--- src/rtl/alu_flag_wb.sv ---
// alu_flag_wb: post-ALU stage. Resolves the ARM condition code against the
// architectural NZCV register, conditionally updates the flags and queues
// results in a DEPTH-entry FIFO for register-file writeback.
// Optional feature macro: COND_STATS_EN (adds squashCount failed-condition counter).
module alu_flag_wb #(
  parameter int unsigned DATA_W = 32,
  parameter int unsigned REG_W  = 4,
  parameter int unsigned DEPTH  = 2
) (
  input  logic              clk,
  input  logic              rst_n,
  input  logic              inValid,
  output logic              inReady,
  input  logic [DATA_W-1:0] aluOut,
  input  logic              aluN,
  input  logic              aluZ,
  input  logic              aluC,
  input  logic              aluV,
  input  logic              setFlags,
  input  logic              regWrite,
  input  logic [REG_W-1:0]  destReg,
  input  logic [3:0]        cond,
  output logic              outValid,
  input  logic              outReady,
  output logic [DATA_W-1:0] wbData,
  output logic [REG_W-1:0]  wbReg,
  output logic              wbEn,
  output logic              flagN,
  output logic              flagZ,
  output logic              flagC,
  output logic              flagV,
  output logic              carryOut
`ifdef COND_STATS_EN
  ,
  output logic [15:0]       squashCount
`endif
);

  localparam int unsigned PTR_W = (DEPTH > 1) ? $clog2(DEPTH) : 1;
  localparam int unsigned CNT_W = PTR_W + 1;

  logic [DATA_W-1:0] r_data [DEPTH];
  logic [REG_W-1:0]  r_reg  [DEPTH];
  logic [DEPTH-1:0]  r_en;
  logic [PTR_W-1:0]  r_wr_ptr;
  logic [PTR_W-1:0]  r_rd_ptr;
  logic [CNT_W-1:0]  r_count;
  logic              r_n;
  logic              r_z;
  logic              r_c;
  logic              r_v;

  logic              w_full;
  logic              w_empty;
  logic              w_push;
  logic              w_pop;
  logic              w_pass;

  assign w_full  = (r_count == CNT_W'(DEPTH));
  assign w_empty = (r_count == '0);
  assign w_push  = inValid && !w_full;
  assign w_pop   = !w_empty && outReady;

  // Condition evaluation against the current architectural flags
  always_comb begin
    w_pass = 1'b0;
    unique case (cond)
      4'h0: w_pass = r_z;
      4'h1: w_pass = !r_z;
      4'h2: w_pass = r_c;
      4'h3: w_pass = !r_c;
      4'h4: w_pass = r_n;
      4'h5: w_pass = !r_n;
      4'h6: w_pass = r_v;
      4'h7: w_pass = !r_v;
      4'h8: w_pass = r_c && !r_z;
      4'h9: w_pass = !r_c || r_z;
      4'hA: w_pass = (r_n == r_v);
      4'hB: w_pass = (r_n != r_v);
      4'hC: w_pass = !r_z && (r_n == r_v);
      4'hD: w_pass = r_z || (r_n != r_v);
      4'hE: w_pass = 1'b1;
      4'hF: w_pass = 1'b0;
      default: w_pass = 1'b0;
    endcase
  end

  // Architectural flag register, updated in accept order
  always_ff @(posedge clk or negedge rst_n) begin
    if (!rst_n) begin
      r_n <= 1'b0;
      r_z <= 1'b0;
      r_c <= 1'b0;
      r_v <= 1'b0;
    end else if (w_push && setFlags && w_pass) begin
      r_n <= aluN;
      r_z <= aluZ;
      r_c <= aluC;
      r_v <= aluV;
    end
  end

  // FIFO storage and write pointer
  always_ff @(posedge clk or negedge rst_n) begin
    if (!rst_n) begin
      for (int i = 0; i < int'(DEPTH); i++) begin
        r_data[i] <= '0;
        r_reg[i]  <= '0;
      end
      r_en     <= '0;
      r_wr_ptr <= '0;
    end else if (w_push) begin
      r_data[r_wr_ptr] <= aluOut;
      r_reg[r_wr_ptr]  <= destReg;
      r_en[r_wr_ptr]   <= regWrite && w_pass;
      r_wr_ptr         <= r_wr_ptr + PTR_W'(1);
    end
  end

  // Read pointer and occupancy count
  always_ff @(posedge clk or negedge rst_n) begin
    if (!rst_n) begin
      r_rd_ptr <= '0;
      r_count  <= '0;
    end else begin
      if (w_pop) begin
        r_rd_ptr <= r_rd_ptr + PTR_W'(1);
      end
      unique case ({w_push, w_pop})
        2'b10:   r_count <= r_count + CNT_W'(1);
        2'b01:   r_count <= r_count - CNT_W'(1);
        default: r_count <= r_count;
      endcase
    end
  end

`ifdef COND_STATS_EN
  logic [15:0] r_squash_cnt;

  // Saturating count of accepted instructions whose condition failed
  always_ff @(posedge clk or negedge rst_n) begin
    if (!rst_n) begin
      r_squash_cnt <= '0;
    end else if (w_push && !w_pass && (r_squash_cnt != 16'hFFFF)) begin
      r_squash_cnt <= r_squash_cnt + 16'd1;
    end
  end

  assign squashCount = r_squash_cnt;
`endif

  // Head outputs come straight from storage; zeroed when the FIFO is empty
  assign inReady  = !w_full;
  assign outValid = !w_empty;
  assign wbData   = w_empty ? '0 : r_data[r_rd_ptr];
  assign wbReg    = w_empty ? '0 : r_reg[r_rd_ptr];
  assign wbEn     = w_empty ? 1'b0 : r_en[r_rd_ptr];
  assign flagN    = r_n;
  assign flagZ    = r_z;
  assign flagC    = r_c;
  assign flagV    = r_v;
  assign carryOut = r_c;

endmodule

--- config.mk ---
export PLATFORM = sky130hd
export DESIGN_NAME = alu_flag_wb
export DESIGN_NICKNAME = d
export VERILOG_FILES = /design/src/rtl/alu_flag_wb.sv
export SDC_FILE = /design/constraint.sdc
export NUM_CORES = 1
export LEC_CHECK = 0
export ABC_AREA = 1
export CAP_MARGIN = 0
export CORE_MARGIN = 2
export CORE_UTILIZATION = 53
export CTS_CLUSTER_DIAMETER = 40
export DETAILED_ROUTE_END_ITERATION = 6
export GPL_TIMING_DRIVEN = 0
export PLACE_DENSITY = 0.88
export SYNTH_ARGS = -nofsm -noshare
export SYNTH_HDL_FRONTEND = slang
export SYNTH_SLANG_ARGS = --single-unit
--- constraint.sdc ---
create_clock -name clk -period 4.11 [get_ports clk]
set_input_delay 0.822 -clock clk [delete_from_list [all_inputs] [get_ports clk]]
set_output_delay 0.822 -clock clk [all_outputs]
set_load 0.005 [all_outputs]
=== Yosys cells after proc, flatten, opt, wreduce, memory -nomap -nowiden ===
Index checks and enable logic that the tools add are counted.

* Bits in registers: 82
* Bits of input ports: 50
* Word-level logic and storage cells: 86

* Add/subtract/negate cells: 4
* $lt $le $gt $ge: 6
* Eq/ne operators: 20
* Multiplexer cells: 22
* Bitwise logic cells: 2
* Reduce and logical (&&, ||, !) cells: 20

{| class="wikitable"
|+ Operator list
! kind !! number
|-
| $mux 32 || 5
|-
| $bwmux 64 || 1
|-
| $demux 32 s1 || 1
|-
| $eq 4x4->1 const B || 8
|-
| $mux 4 || 5
|-
| $eq 4x3->1 const B || 4
|-
| $pmux 1 s16 || 1
|-
| $logic_and 1x1->1 || 9
|-
| $bwmux 8 || 1
|-
| $eq 4x2->1 const B || 2
|-
| $logic_not 1->1 || 6
|-
| $demux 4 s1 || 1
|-
| $eq 2x2->1 const B || 2
|-
| $eq 4x1->1 const B || 1
|-
| $ge 2x2->1 const B || 2
|-
| $logic_not 4->1 || 1
|-
| $lt 1x2->1 const B || 2
|-
| $mux 1 || 4
|-
| $not 1->2 || 2
|-
| $pmux 2 s2 || 1
|-
| $add 1x1->1 const B || 2
|-
| $add 2x1->2 const B || 1
|-
| $bwmux 2 || 1
|-
| $eq 2x1->1 const B || 1
|-
| other kinds (9) || 10
|}

=== Longest topological paths before layout ===
* Depth in word-level cells: 6
* Mapped depth: 13
* Depth with buffers taken out: 13

=== Worst setup path after synthesis ===
No wires, ideal clock.

* Path type: register to output
* Start point: register r_count[0]
* End point: output port wbData[10]
* Arrival: 1132 ps
* Data required time: 3288 ps
* Slack: 2156 ps
* Cell stages (with the launch flop): 7
* Path through: dfrtp_1 nor2_1 inv_1 clkbuf_2 clkbuf_1 o21ai_0 a21oi_1

* Longest elaborated chain between the ends: 2

{| class="wikitable"
|+ RTL lines
! item !! RTL line !! RTL
|-
| start, declared || 47 || <nowiki>logic [CNT_W-1:0] r_count;</nowiki>
|-
| start signal, assigned || 130 || <nowiki>2'b10: r_count <= r_count + CNT_W'(1);</nowiki>
|-
| start signal, assigned || 131 || <nowiki>2'b01: r_count <= r_count - CNT_W'(1);</nowiki>
|-
| start signal, assigned || 132 || <nowiki>default: r_count <= r_count;</nowiki>
|-
| $logic_not 2->1 || 60 || <nowiki>assign w_empty = (r_count == '0);</nowiki>
|-
| $mux 32 || 155 || <nowiki>assign wbData = w_empty ? '0 : r_data[r_rd_ptr];</nowiki>
|-
| end, declared || 25 || <nowiki>output logic [DATA_W-1:0] wbData,</nowiki>
|}

No other way between the ends.

=== Final worst setup path ===
* Start point: register r_count[0]
* End point: output port wbData[12]

Same word-level chain as after synthesis.

==> impl_results.md <==
* Outcome: complete, no violations
* CP arrival at roughly 2500 ps
* Die width at 89.4 µm
* Normalized max-slew margin at between 60% and 70%
* Cells after DPL at just under 700
* Area of the multi-input gates at 1460 µm²
* PnR Total Power at between 4 and 5 mW
* Worst slew pin tran at ~490 ps
* Std-Cell Rows at 31
* F_max at 306 MHz
* Via/cell ratio at roughly 5.3
* Fin nets at 642
* Crit. End Element: output port
* Most common cell after layout, fill and taps aside: nand2_1
* Synth Area per Inst at between 7 and 8 µm²
* Most frequent cells in the layout: nand2_1, clkdlybuf4s50_1, dfrtp_1
* Post-Syn Area at 3860 µm²
* Final setup viols at 0
* CORE AREA at 7140 µm²
* CTS Buf Count at 9
* GR Layer Usage met3 at between 3 and 4%
* DR pass1 iterations at 7
* Ranking of synthesized cells by area: dfrtp_1, nand2_1, o21ai_0
* Hold_buf cts at 0
* Max_cap viols at 0
* Total gr overflow at 0
* Routed Wire Length at 10.3 mm
* Vias at around 3700
* Total track usage at a little over a quarter
* RSZ-0062 raised after global routing: false
* ANT nets after route at 0
* CP required at 3290 ps
* Setup crit start: r_count[0]$_DFFE_PN0P_
* First-pass GRT wire length at approximately 16 mm
* Initial Util at a little over half
* Synth area leader: dfrtp_1
* Reg-to-Reg Start: r_count[0]$_DFFE_PN0P_
* DRC viols at 0
* Root buffer cell: clkbuf_8
* Largest net degree at the start of global routing at 74
* Diode count at 0
* Synth warn at 0
* IO Pins at 94
* Worst-path clk slew at 80 ps
* Clock skew at around 7.1 ps
* Post-synthesis sequential area ratio at a little over half
* Final hold slack at about 280 ps
* Grt met1 use at between 30% and 40%
* Startpoint types: flop
* Max FFs per register at 64
* CTS sink count at between 80 and 90
* FF+latch area at between 2000 and 2500 µm²
* Post-CTS setup repair buffer count at 0
* Pwr Density at just over 800 nW/µm²
* Synth Instances at ~500
* Max-slew violation count at 0
* GR peak layer: met2
* Die footprint at 7990 µm²
* Synthesis-to-finish area growth at 33.9%
* DR iter-0 viols at 310
* GPL Wtd Cong at between 0.8 and 0.9
* GR Layer Usage met2 at ~44%
* Fraction of layout cells with a size suffix above 1 at about 7.4%
* Fillers at around 560
* R2R cell count at 6
* Synthesis-stage register bit count at 82
* Period utilization at between 70% and 80%
* Final Hold Fails at 0
* Syn nets at between 500 and 600
* CTS tree: built
* Cts repair resizes at 0
* Post-synthesis cell type count at 24
* Worst Hold Class: in2async
* Fin crit period at 3270 ps
* Worst Setup Path Type: reg2out
* Vias in the first global route at ~3600
* Maximum vdd drop at between 0.4 and 0.5 mV
* CTS HTree Levels at 3
* Yosys top cell area share at between 50% and 60%
* Dpl hpwl at 7.03 mm
* Port Buffers at 93
* Crit-path max FO at 10
* WL/cell at 14.9 µm
* Worst-Skew Late Latency at between 300 and 400 ps
* Pleak at ~2.5 nW
* Die H at a little under 90 µm
* CTS Buffer Depth at 2
* Initial antenna violation count at 0
* Non-Filler Instances at 693
## cell families after synthesis
logic type               count (synthesis)  synth area share [%]
adder cells (fa/ha/maj)                  1                 0.324
buffers and inverters                   79                  9.00
flip-flops                              82                  53.1
XOR/XNOR                                 3                 0.680
AND/OR/NAND/NOR                        203                  21.5
AO/OA/AOI/OAI                          118                  15.4
## power by group
| group | internal, mW | switching, mW |
|---|---|---|
| Clock | 0.397 | 0.287 |
| Combinational | 1.04 | 1.12 |
| Sequential | 1.19 | 0.188 |
| Total | 2.63 | 1.59 |
## final timing paths
kind / endpoint / slack [ps]
setup / recovery: wbData[12] / 840
hold / removal: r_reg[1]$_DFFE_PN0P_ / 280
setup reg to reg: r_data[11]$_DFFE_PN0P_ / 2530
hold reg to reg: r_data[63]$_DFFE_PN0P_ / 470
max in group asynchronous: r_data[47]$_DFFE_PN0P_ / 3250
min in group clk: r_data[63]$_DFFE_PN0P_ / 470
## per-stage QoR
stage | setup TNS, ps | area [µm²] | setup WS [ps] | utilization [%]
after global routing | 0 | 5170 | 689 | 72.5
after global placement | -41890 | 4920 | -515 | 68.9
after detailed placement | 0 | 4940 | 1260 | 69.3
after floorplan | 0 | 3860 | 2160 | -
after CTS | 0 | 5170 | 859 | 72.5
final | 0 | 5170 | 839 | 72.5
## synth_stat cells (all sizes together)
cell type	number
xor2	1
ha	1
nand2	178
o21ai	77
o211ai	2
xnor2	2
nor2	9
clkbuf	14
buf	14
dfrtp	82
a21oi	39
inv	51
nand3	16
## layer usage
layer	wire length (µm)	up-vias
li1	-	1736
met1	4370	1760
met2	5210	158
met3	517	16
met4	212	0
met5	0	-
## critical path: stages, from the launching register on
cell	delay [ps]
dfrtp_1	440
nor2_1	80
inv_1	80
clkbuf_2	220
clkbuf_1	350
o21ai_0	170
a21oi_1	200
clkdlybuf4s50_1	540
## layout make-up
cell class / count / area share (%)
Buffer: 28 / 3.02
Tap cell: 99 / 2.39
Clock inverter: 5 / 2.03
Multi-Input combinational cell: 325 / 28.3
Inverter: 51 / 3.70
Timing Repair Buffer: 94 / 18.5
Clock buffer: 9 / 2.39
Sequential cell: 82 / 39.7
(Power assumes the default switching activity.)
